**src/rtl/quad_enc_pkg.sv**
```systemverilog
// rtl/quad_enc_pkg.sv - shared phase encodings and widths for the rotary encoder front end
package quad_enc_pkg;

  typedef enum logic [1:0] {
    PH_00 = 2'b00,
    PH_01 = 2'b01,
    PH_11 = 2'b11,
    PH_10 = 2'b10
  } phase_t;

  // Sub-step accumulator is one bit wider than three so that +4 is representable.
  localparam int ACC_W = 4;
  localparam logic signed [ACC_W-1:0] ACC_ONE    = 4'sd1;
  localparam logic signed [ACC_W-1:0] ACC_DET_UP = 4'sd4;
  localparam logic signed [ACC_W-1:0] ACC_DET_DN = -4'sd4;

  localparam int VAL_W = 8;

  function automatic phase_t ph_up_next(input phase_t ph);
    case (ph)
      PH_00:   return PH_01;
      PH_01:   return PH_11;
      PH_11:   return PH_10;
      default: return PH_00;
    endcase
  endfunction

endpackage

```
**src/rtl/enc_debounce.sv**
```systemverilog
// rtl/enc_debounce.sv - 2-flop synchroniser plus sample-count debounce for one encoder input
module enc_debounce #(
  parameter int   DEB_SAMPLES = 8,
  parameter logic RST_LEVEL   = 1'b0
) (
  input  logic clk,
  input  logic rst,
  input  logic smp_en,
  input  logic din,
  output logic dout
);

  logic [1:0] sync;
  logic [7:0] cnt;

  always_ff @(posedge clk or negedge rst) begin
    if (!rst) begin
      sync <= {2{RST_LEVEL}};
      cnt  <= '0;
      dout <= RST_LEVEL;
    end else begin
      sync <= {sync[0], din};
      if (smp_en) begin
        if (sync[1] == dout) begin
          cnt <= '0;
        end else if (cnt == 8'(DEB_SAMPLES - 1)) begin
          dout <= ~dout;
          cnt  <= '0;
        end else begin
          cnt <= cnt + 8'd1;
        end
      end
    end
  end

endmodule

```
**src/rtl/quad_enc_accel.sv**
```systemverilog
// rtl/quad_enc_accel.sv - debounced quadrature decoder with accelerated, clamped 8-bit rate value
module quad_enc_accel
  import quad_enc_pkg::*;
#(
  parameter int DEB_SAMPLES  = 8,
  parameter int ACCEL_WINDOW = 32,
  parameter int ACCEL_STEP   = 4,
  parameter int VAL_RESET    = 8,
  parameter int VAL_MIN      = 1,
  parameter int VAL_MAX      = 255
) (
  input  logic             clk,
  input  logic             rst,
  input  logic             smp_en,
  input  logic             enc_a,
  input  logic             enc_b,
  input  logic             enc_btn_n,
  output logic [VAL_W-1:0] value,
  output logic             tick,
  output logic             dir,
  output logic             quad_err
);

  logic                    a_db, b_db, btn_db, btn_q;
  phase_t                  ph, ph_q;
  logic signed [ACC_W-1:0] acc, acc_nxt;
  logic [7:0]              gap;
  logic                    illegal, det_up, det_dn, press;
  logic [VAL_W-1:0]        delta, up_val, dn_val;
  logic [VAL_W:0]          sum, diff;

  enc_debounce #(.DEB_SAMPLES(DEB_SAMPLES), .RST_LEVEL(1'b0)) u_deb_a (
    .clk(clk), .rst(rst), .smp_en(smp_en), .din(enc_a), .dout(a_db));
  enc_debounce #(.DEB_SAMPLES(DEB_SAMPLES), .RST_LEVEL(1'b0)) u_deb_b (
    .clk(clk), .rst(rst), .smp_en(smp_en), .din(enc_b), .dout(b_db));
  enc_debounce #(.DEB_SAMPLES(DEB_SAMPLES), .RST_LEVEL(1'b1)) u_deb_btn (
    .clk(clk), .rst(rst), .smp_en(smp_en), .din(enc_btn_n), .dout(btn_db));

  assign ph    = phase_t'({a_db, b_db});
  assign press = btn_q & ~btn_db;

  // Decode one debounced phase move per clk; a detent is judged on arrival at 00.
  always_comb begin
    acc_nxt = acc;
    illegal = 1'b0;
    det_up  = 1'b0;
    det_dn  = 1'b0;
    if (ph != ph_q) begin
      if ((ph ^ ph_q) == 2'b11) begin
        illegal = 1'b1;
      end else if (ph == ph_up_next(ph_q)) begin
        if (acc != ACC_DET_UP) acc_nxt = acc + ACC_ONE;
      end else begin
        if (acc != ACC_DET_DN) acc_nxt = acc - ACC_ONE;
      end
      if (ph == PH_00) begin
        det_up  = (acc_nxt == ACC_DET_UP);
        det_dn  = (acc_nxt == ACC_DET_DN);
        acc_nxt = '0;
      end
    end
  end

  always_comb begin
    delta  = (gap < 8'(ACCEL_WINDOW)) ? VAL_W'(ACCEL_STEP) : VAL_W'(1);
    sum    = {1'b0, value} + {1'b0, delta};
    diff   = {1'b0, value} - {1'b0, delta};
    up_val = (sum > (VAL_W+1)'(VAL_MAX)) ? VAL_W'(VAL_MAX) : sum[VAL_W-1:0];
    dn_val = (diff[VAL_W] || diff < (VAL_W+1)'(VAL_MIN)) ? VAL_W'(VAL_MIN) : diff[VAL_W-1:0];
  end

  always_ff @(posedge clk or negedge rst) begin
    if (!rst) begin
      ph_q     <= PH_00;
      acc      <= '0;
      gap      <= 8'(ACCEL_WINDOW);
      btn_q    <= 1'b1;
      value    <= VAL_W'(VAL_RESET);
      tick     <= 1'b0;
      dir      <= 1'b0;
      quad_err <= 1'b0;
    end else begin
      ph_q  <= ph;
      acc   <= acc_nxt;
      btn_q <= btn_db;
      tick  <= press | det_up | det_dn;
      if (illegal) quad_err <= 1'b1;
      // A button press swallows a coincident detent, including its gap restart.
      if (press) begin
        value <= VAL_W'(VAL_RESET);
      end else if (det_up) begin
        value <= up_val;
        dir   <= 1'b1;
      end else if (det_dn) begin
        value <= dn_val;
        dir   <= 1'b0;
      end
      if (!press && (det_up || det_dn)) gap <= '0;
      else if (smp_en && gap < 8'(ACCEL_WINDOW)) gap <= gap + 8'd1;
    end
  end

endmodule

```
**config.mk**
```make
export PLATFORM = sky130hd
export DESIGN_NAME = quad_enc_accel
export DESIGN_NICKNAME = d
export VERILOG_FILES = /design/src/rtl/quad_enc_pkg.sv /design/src/rtl/enc_debounce.sv /design/src/rtl/quad_enc_accel.sv
export SDC_FILE = /design/constraint.sdc
export NUM_CORES = 1
export LEC_CHECK = 0
export CAP_MARGIN = 5
export CORE_UTILIZATION = 60
export CTS_BUF_LIST = sky130_fd_sc_hd__clkbuf_16
export CTS_CLUSTER_SIZE = 25
export DETAILED_ROUTE_END_ITERATION = 10
export PLACE_DENSITY = 0.79
export SETUP_SLACK_MARGIN = 0.15
export SLEW_MARGIN = 20
export SYNTH_ARGS = -nofsm -noshare
export SYNTH_HDL_FRONTEND = slang
export SYNTH_HIERARCHICAL = 1
export SYNTH_SLANG_ARGS = --single-unit
```
**constraint.sdc**
```tcl
create_clock -name clk -period 3.2 [get_ports clk]
set_clock_uncertainty 0.15 [all_clocks]
set_input_delay 0.48 -clock clk [delete_from_list [all_inputs] [get_ports clk]]
set_output_delay 0.48 -clock clk [all_outputs]
set_load 0.01 [all_outputs]
```
==> impl_metrics.tcl <==
set metrics [dict create \
    syn-num-nets 398 \
    seq_area_frac_synth 0.396 \
    port_buffers 16 \
    tightest_slew_ns 0.701 \
    p_per_area_nw_per_um2 788 \
    worstSkewPairLatency_ns 0.32 \
    period_minus_slack_ns 2.95 \
    area_delta_synth_final_pct 13.5 \
    first_pass_iters 4 \
    num_antenna_cells 0 \
    die_w_um 81.0 \
    yosys_warnings 6 \
    chipHeight_um 81.0 \
    critPathArrivalTime_ns 3.03 \
    synth_area_per_cell_um2 9.93 \
    period_share 0.922 \
    endpoint "value[0]" \
    max_cap_viol_count 0 \
    regToRegSetupSlack_ns 0.25 \
    worstSetupStartpointType "flop" \
    core_area_um2 5960 \
    place_ws_ns 0.133 \
    stdcell_area_um2 4250 \
    final_nets 416 \
    ys_ff_latch 59 \
    violations "negative hold slack" \
    post-cts-setup-buffer-count 0 \
    hold_viol_final 1 \
    end_kind "flop" \
    htree_num_levels 3 \
    syn-cell-area_um2 3740 \
    drt-total-wl_mm 8.05 \
    drive_gt1_frac 0.150 \
    crit_required_ns 3.28 \
    cts_hold_buf 0 \
    avgViaCountPerCell 6.50 \
    gp_congestion 0.882 \
    groute.usage.overall 0.277 \
    routedWlPerCell_um 16.9 \
    power_mw 3.35 \
    async_reset_ff_frac 1.00 \
    fin_util 0.713 \
    dp_cells 459 \
    whs_ns -0.000510 \
    worstPathMaxFanout 4 \
    final_common_cell "dfrtp_1" \
    setup_viol 0 \
    grt_max_degree 46 \
    post_dp_cell_area_um2 3940 \
    rsz0062_at_grt "yes" \
    antenna_left 0 \
    drt_iter0_markers 223 \
    grt_overflow 0 \
    leakagePower_nw 1.90 \
    setup_slack_ns 0.249 \
    grt_pass1_wl_mm 13.7 \
    maxSlewViolCount 0 \
    vias 3088 \
    final_cell_mix "53 x dfrtp_1, 29 x nand2_1, 23 x inv_1" \
    clk_pin_slew_ns 0.05 \
    numCtsBuffers 9 \
    grt_pass1_vias 3022 \
    syn_inst 377 \
    ys.flop_type "dfrtp_1" \
    synth_edf_count 0 \
    dieArea_um2 6560 \
    crit_type "flop to flop" \
    cts_root_buf "clkbuf_16" \
    cts_tree "built" \
    setup_tns_ns 0 \
    synth_cell_types 67 \
    slew_headroom 0.531 \
    io_pins 17 \
    cts_buffer_depth 2 \
    row_count 28 \
    antenna_found_initial 0 \
    crit_path_start "gap[7]" \
    floorplan.initialDensity 0.629 \
    fmax_mhz 339 \
    ir_worst_vdd_uv 742 \
    reg2reg_from "gap[7]" \
    holdCritPathClass "input pin to asynchronous set/reset pin" \
    hpwl_mm 5.45 \
    outcome "complete, but fails checks" \
    cts.sinks 59 \
    reg2reg_depth 9 \
    fin_cells 475 \
    crit-reg2reg-capture "value[0]" \
    drcViolationCount 0 \
]
[how the worst min path moves through the flow]
stage / startpoint / cells after the start / slack, ns / endpoint
2_1_floorplan: rst / 0 / 0.03 / acc[0]
3_3_place_gp: u_deb_a/sync[0] / 0 / 0.18 / u_deb_a/sync[1]
3_5_place_dp: u_deb_a/sync[0] / 0 / 0.19 / u_deb_a/sync[1]
4_1_cts: u_deb_a/sync[0] / 0 / 0.20 / u_deb_a/sync[1]
5_1_grt: rst / 1 / 0.06 / u_deb_btn/cnt[6]
6_report: rst / 1 / -0.0005 / value[6]
[report_power, final]
group | internal [mW] | switching [mW]
clock | 0.585 | 0.318
sequential | 0.870 | 0.179
combinational | 0.636 | 0.761
total | 2.09 | 1.26
[metal layers]
layer,routed length (um),vias up,global-route usage
met2,3860,98,0.451
met3,358,20,0.0483
met1,3630,1496,0.344
li1,-,1474,-
met4,192,0,0.164
met5,0,-,0
[cells in the mapped netlist, types with 4 or more instances]
library cell   n  share of area
nor2_1        11          0.011
nand2_1       29          0.029
nor4_1         6          0.010
and2_1         4         0.0067
a21oi_1       13          0.017
a41oi_1        6          0.014
and3_1         6          0.010
nand2b_1       4         0.0067
o21ai_0       19          0.025
mux2i_1        9          0.024
ha_1          15          0.050
inv_1         20          0.020
a21o_1         4         0.0080
a31oi_1       20          0.033
nand4_1        7          0.012
o211a_1        5          0.013
buf_6          6          0.018
buf_2          5         0.0067
dfstp_2        6          0.042
nand3_1       13          0.017
o221ai_1       4         0.0094
or3_1          4         0.0067
dfrtp_1       53           0.35
xor2_1        10          0.023
clkbuf_1       7         0.0070
mux2_2         4          0.012
nor2b_1        4         0.0067
o2111ai_1      4         0.0094
nor3_1         9          0.012
or4_1          4         0.0080
[logic make-up after synthesis]
| kind of cell | share of synthesized area |
|---|---|
| compound gates | 0.228 |
| xor+xnor | 0.0451 |
| fa+ha+maj | 0.0501 |
| buf+inv | 0.0592 |
| flops | 0.396 |
| mux | 0.0401 |
| simple gates | 0.181 |
[registers in the layout, summed over array words and instances (netlist names), 4 cells and up]
name,count
gap,8
value,8
acc,4
u_deb_b/cnt,8
u_deb_btn/cnt,8
u_deb_a/cnt,8
[final cells by class]
| type | count | area, um^2 |
|---|---|---|
| Timing Repair Buffer | 29 | 255 |
| Clock buffer | 9 | 225 |
| Multi-Input combinational cell | 276 | 2060 |
| Sequential cell | 59 | 1480 |
| Tap cell | 75 | 93.8 |
| Fill cell | 426 | 1710 |
| Clock inverter | 7 | 52.6 |
| Inverter | 20 | 75.1 |
[critical path: stages, from the launching register on]
cell and delay, ns:
dfrtp_1 0.36, or3_1 0.49, ha_1 0.26, ha_1 0.23, nor2b_1 0.24, mux2i_1 0.21
o21ai_0 0.11, a221o_1 0.36, a21bo_1 0.21, a311oi_1 0.25
[repair_timing]
action	CTS	global route
endpoints found under the hold margin	0	0
resized for setup	1	4
setup endpoints to repair	1	2
(Power assumes the default switching activity.)
